$ cat config.mk
export PLATFORM = sky130hd
export DESIGN_NAME = mux_rr_arbiter_flat
export DESIGN_NICKNAME = d
export VERILOG_FILES = /design/src/rtl/mux_rr_if.sv /design/src/rtl/mux_rr_arbiter.sv /design/src/flat_wrapper.sv
export SDC_FILE = /design/constraint.sdc
export NUM_CORES = 1
export LEC_CHECK = 0
export ABC_AREA = 0
export CORE_UTILIZATION = 45
export CTS_CLUSTER_DIAMETER = 150
export DETAILED_ROUTE_END_ITERATION = 10
export PLACE_DENSITY = 0.68
export RECOVER_POWER = 100
export SLEW_MARGIN = 20
export SYNTH_ARGS = -nofsm -noshare
export SYNTH_HDL_FRONTEND = slang
export SYNTH_SLANG_ARGS = --single-unit
$ cat constraint.sdc
create_clock -name clk -period 8.73 [get_ports clk]
set_input_delay 1.746 -clock clk [delete_from_list [all_inputs] [get_ports clk]]
set_output_delay 1.746 -clock clk [all_outputs]
set_load 0.005 [all_outputs]
$ cat src/rtl/mux_rr_if.sv
// mux_rr_if: request/grant/handshake bundle between requesters, arbiter and downstream consumer
interface mux_rr_if #(
  parameter int N         = 8,
  parameter int Sel_Width = 3
);
  logic                 en;
  logic [N-1:0]         req;
  logic                 out_ready;
  logic [Sel_Width-1:0] sel;
  logic [N-1:0]         gnt;
  logic                 out_valid;
  logic                 last;
  modport master(output en, req, out_ready, input sel, gnt, out_valid, last);
  modport slave(input en, req, out_ready, output sel, gnt, out_valid, last);
endinterface

$ cat src/rtl/mux_rr_arbiter.sv
// mux_rr_arbiter: round-robin burst arbiter driving a shared N:1 mux select and one-hot grant
module mux_rr_arbiter #(
  parameter int N         = 8,
  parameter int Sel_Width = 3,
  parameter int BURST     = 4
) (
  input logic     clk,
  input logic     rst,
  mux_rr_if.slave bus
);
  typedef enum logic {IDLE, GRANT} state_t;
  localparam int CW = BURST > 1 ? $clog2(BURST) : 1;
  state_t               state_q, state_d;
  logic [Sel_Width-1:0] ptr_q, ptr_d, sel_q, sel_d, pick;
  logic [N-1:0]         gnt_q, gnt_d;
  logic [CW-1:0]        cnt_q, cnt_d;
  logic                 found, last, rel;
  assign last          = state_q == GRANT && cnt_q == CW'(BURST - 1);
  assign rel           = (bus.out_ready && last) || !bus.req[sel_q];
  assign bus.sel       = sel_q;
  assign bus.gnt       = gnt_q;
  assign bus.out_valid = state_q == GRANT;
  assign bus.last      = last;
  // first requester at or after ptr, wrapping modulo N
  always_comb begin
    found = 1'b0;
    pick  = '0;
    for (int i = 0; i < N; i++) begin
      if (!found && bus.req[(int'(ptr_q) + i) % N]) begin
        found = 1'b1;
        pick  = Sel_Width'((int'(ptr_q) + i) % N);
      end
    end
  end
  // next-state: issue grants from IDLE, count beats and release from GRANT
  always_comb begin
    state_d = state_q;
    ptr_d   = ptr_q;
    sel_d   = sel_q;
    gnt_d   = gnt_q;
    cnt_d   = cnt_q;
    if (state_q == IDLE) begin
      if (bus.en && found) begin
        state_d = GRANT;
        sel_d   = pick;
        gnt_d   = {{(N-1){1'b0}}, 1'b1} << pick;
        cnt_d   = '0;
      end
    end else if (rel) begin
      state_d = IDLE;
      gnt_d   = '0;
      cnt_d   = '0;
      ptr_d   = sel_q == Sel_Width'(N - 1) ? '0 : sel_q + 1'b1;
    end else begin
      cnt_d = bus.out_ready ? cnt_q + 1'b1 : cnt_q;
    end
  end
  // state registers with immediate reset
  always_ff @(posedge clk or posedge rst) begin
    if (rst) begin
      state_q <= IDLE;
      ptr_q   <= '0;
      sel_q   <= '0;
      gnt_q   <= '0;
      cnt_q   <= '0;
    end else begin
      state_q <= state_d;
      ptr_q   <= ptr_d;
      sel_q   <= sel_d;
      gnt_q   <= gnt_d;
      cnt_q   <= cnt_d;
    end
  end
endmodule

$ cat src/flat_wrapper.sv
// flat-port wrapper written by rule: the top's interface ports become plain ports
module mux_rr_arbiter_flat 
#(
  parameter int N         = 8,
  parameter int Sel_Width = 3,
  parameter int BURST     = 4
)
  (clk, rst, bus_en, bus_req, bus_out_ready, bus_sel, bus_gnt, bus_out_valid, bus_last);
  mux_rr_if #(.N(N), .Sel_Width(Sel_Width)) bus_i ();
  input logic clk;
  input logic rst;
  input wire logic [$bits(bus_i.en)-1:0] bus_en;
  input wire logic [$bits(bus_i.req)-1:0] bus_req;
  input wire logic [$bits(bus_i.out_ready)-1:0] bus_out_ready;
  output wire logic [$bits(bus_i.sel)-1:0] bus_sel;
  output wire logic [$bits(bus_i.gnt)-1:0] bus_gnt;
  output wire logic [$bits(bus_i.out_valid)-1:0] bus_out_valid;
  output wire logic [$bits(bus_i.last)-1:0] bus_last;
  assign bus_i.en = bus_en;
  assign bus_i.req = bus_req;
  assign bus_i.out_ready = bus_out_ready;
  assign bus_sel = bus_i.sel;
  assign bus_gnt = bus_i.gnt;
  assign bus_out_valid = bus_i.out_valid;
  assign bus_last = bus_i.last;
  mux_rr_arbiter #(.N(N), .Sel_Width(Sel_Width), .BURST(BURST)) u_core (.clk(clk), .rst(rst), .bus(bus_i));
endmodule
==> results_dict.tcl <==
set metrics [dict create \
    async_flop_share_pct 100 \
    dieHeight_um 65.1 \
    cts.path.max_buffers 2 \
    synth_compound_area_share_pct 23.2 \
    grt_pass1_wl_um 7630 \
    cp-end-kind "flop" \
    p_per_area_mw_per_mm2 440 \
    finalNetCount 209 \
    cap_violations 1 \
    finalSetupTns_ns 0 \
    met2_usage_pct 37.4 \
    tightest_slew_ns 1.70 \
    synth-simple-area-share_pct 12.7 \
    timing.final.max_slew_violations 12 \
    grt-busiest-layer "met2" \
    grt_max_degree 21 \
    wirelength_um 4420 \
    outcome "complete, but fails checks" \
    critPathRequiredTime_ns 8.92 \
    ys_ff_latch 17 \
    ir_worst_vdd_v 0.000262 \
    final_cell_mix "dfrtp_1, mux4_2, dlygate4sd3_1" \
    yosys.area.top_type "dfrtp_1" \
    vias 1550 \
    violations "capacitance limit, slew limit" \
    vias_per_cell 6.49 \
    critPathMaxFanout 11 \
    dieArea_mm2 0.00423 \
    drcViolationCount 0 \
    p_sw_share_pct 49.0 \
    antennaDiodeCount 0 \
    cp.arrival_ns 5.99 \
    setup_violations 0 \
    cts_tree "yes" \
    final_common_cell "dfrtp_1" \
    wire_per_inst_um 18.5 \
    synthTopCellsByArea "dfrtp_1, mux4_2, mux2i_1" \
    synth-seq-area-share_pct 23.8 \
    pwr-share-comb_pct 74.4 \
    r2r_slack_ns 3.05 \
    synthDistinctLibCells 43 \
    yosysWarnings 0 \
    crit_path_max_incr_delay_ns 1.46 \
    post_cts_buffers 0 \
    rsz0062_at_grt "false" \
    place_congestion 0.897 \
    fin_skew_ns 0.000999 \
    layout.cells.non_filler 239 \
    num_io_pins 25 \
    drive_above_1_share_pct 16.8 \
    worst_path_max_delay_cell "o41ai_1" \
    r2r_cells 9 \
    power.clock.fraction_pct 6.3 \
    whs_path_depth 1 \
    synth-xor-area-share_pct 1.47 \
    r2r-start "u_core.ptr_q[0]" \
    drtAntennaViolNets 0 \
    hold_viol 0 \
    path_clk_slew_ns 0.06 \
    fmax_mhz 172 \
    rr_endpoint "u_core.bus.gnt[6]" \
    synthToLayoutAreaGrowth_pct 15.0 \
    htree_levels 1 \
    core-area_mm2 0.00374 \
    synth_nets 191 \
    sequentialPowerShare_pct 19.3 \
    period_share_pct 66.5 \
    holdPathEnd "u_core.bus.gnt[2]" \
    cts_sinks 17 \
    critPathLaunchType "primary input" \
    drtIter0Drc 173 \
    root_buffer "clkbuf_8" \
    crit_chain "dlygate4sd3_1, mux4_2, a22o_1, or3_1, a211o_1, o41ai_1, and2_0, a32o_1" \
    p_sw_w 0.000444 \
    ys.flop_type "dfrtp_1" \
    grtUsageMet1_pct 32.6 \
    dp.cells 235 \
    numCtsBuffers 3 \
    slew_headroom_pct -14.8 \
    syn_area_mm2 0.00179 \
    synthCells 174 \
    min_period_ns 5.80 \
    syn_avg_cell_area_um2 10.3 \
    grt_use_total_pct 23.3 \
    antenna_found_initial 0 \
    hold_buffers 0 \
    synthAdderAreaFrac_pct 3.49 \
    hp-start "u_core.bus.gnt[2]" \
    num_rows 22 \
    synth_mux_area_share_pct 30.1 \
    die_x_um 65.1 \
    p_int_w 0.000461 \
    synth-edff-count 0 \
    firstDrtPassIters 4 \
    cts_resized 0 \
    hpwl_um 3350 \
    synth_top_area_share_pct 23.8 \
    use_met3_pct 1.58 \
    hp-class "reg -> reg" \
    synth_top_family_by_area "multiplexers" \
    grt_pass1_vias 1557 \
    leakagePower_nw 0.828 \
    path_class "in -> reg" \
    clock_latency_ns 0.25 \
    grt_overflow 0 \
    initial_core_util_pct 47.8 \
    numPortBuffers 24 \
]
worst max path at each step:
stage	from	cells after the start	to
floorplan	bus_req[4]	8	u_core.bus.gnt[4]
global placement	bus_req[2]	8	u_core.bus.gnt[3]
detailed placement	bus_req[2]	8	u_core.bus.gnt[6]
CTS	u_core.ptr_q[0]	9	u_core.bus.gnt[6]
global route	u_core.ptr_q[0]	9	u_core.bus.gnt[0]
finish	bus_req[2]	8	u_core.bus.gnt[6]
per-stage QoR:
stage | utilization [%] | power (W) | setup WS, ns | area (µm²) | hold WS (ns)
3_3_place_gp | 54.2 | 0.000837 | 3.70 | 2030 | 0.477
4_1_cts | 55.5 | 0.000917 | 3.90 | 2080 | 0.511
3_5_place_dp | 54.2 | 0.000858 | 3.65 | 2030 | 0.492
2_1_floorplan | - | 0.000703 | 4.65 | 1790 | 0.463
6_report | 55.0 | 0.000905 | 2.93 | 2060 | 0.500
5_1_grt | 55.0 | 0.000982 | 2.52 | 2060 | 0.524
area by class of cell:
type | count | area [µm²]
multi-input combinational | 137 | 1250
fill | 329 | 1690
timing repair buffer | 24 | 240
tap | 48 | 60.1
clock buffer | 3 | 41.3
clock inverter | 1 | 5.00
sequential | 17 | 425
inverter | 9 | 33.8
per-layer routing:
layer  vias to the layer above  routed length, µm  part of all wire (%)
met5                         -                  0                     0
met4                         0                 90                   2.0
met3                         9                242                   5.5
met2                        53               2160                    49
met1                       767               1920                    43
li1                        721                  -                     -
power groups by stage:
| stage | Clock [W] | Combinational (W) | Sequential (W) |
|---|---|---|---|
| 2_1_floorplan | 0 | 0.000572 | 0.000131 |
| 3_3_place_gp | 0 | 0.000664 | 0.000173 |
| 3_5_place_dp | 0 | 0.000681 | 0.000176 |
| 4_1_cts | 0.0000583 | 0.000683 | 0.000175 |
| 5_1_grt | 0.0000626 | 0.000735 | 0.000184 |
| 6_report | 0.0000574 | 0.000673 | 0.000174 |
cell usage after synthesis (2+ instances only):
cell type / instances
clkbuf_1: 6
o21a_1: 2
nand3_1: 4
a21oi_1: 10
buf_2: 3
o32a_1: 2
and2_1: 3
mux2_2: 7
buf_6: 2
xor2_1: 3
nand2b_1: 4
o21ai_0: 11
a32o_1: 8
nor3b_1: 2
o31ai_1: 2
ha_1: 5
a22o_1: 3
a311oi_1: 2
inv_1: 9
mux2i_1: 10
or2_2: 3
nor2b_1: 3
nor2_1: 7
dfrtp_1: 17
nand2_1: 12
mux4_2: 16
o221ai_1: 2
critical path: cells and delay by family:
kind | cells | cell delay, ns
compound gates | 4 | 2.24
buf+inv | 1 | 0.65
mux | 1 | 0.48
simple gates | 2 | 0.87
state kept, by name, summed over array words and instances (netlist names):
| signal | cells |
|---|---|
| u_core.ptr_q | 3 |
| u_core.cnt_q | 2 |
| u_core.bus.sel | 3 |
| u_core.bus.out_valid | 1 |
| u_core.bus.gnt | 8 |
logic make-up (layout without fill, tap and decap cells):
| logic type | count (synthesis) | count (layout) |
|---|---|---|
| AO/OA/AOI/OAI | 53 | 53 |
| AND/OR/NAND/NOR | 43 | 43 |
| multiplexers | 33 | 33 |
| buffers and inverters | 20 | 37 |
| flip-flops | 17 | 17 |
| adder cells (fa/ha/maj) | 5 | 5 |
| XOR/XNOR | 3 | 3 |
(Power assumes the default switching activity.)
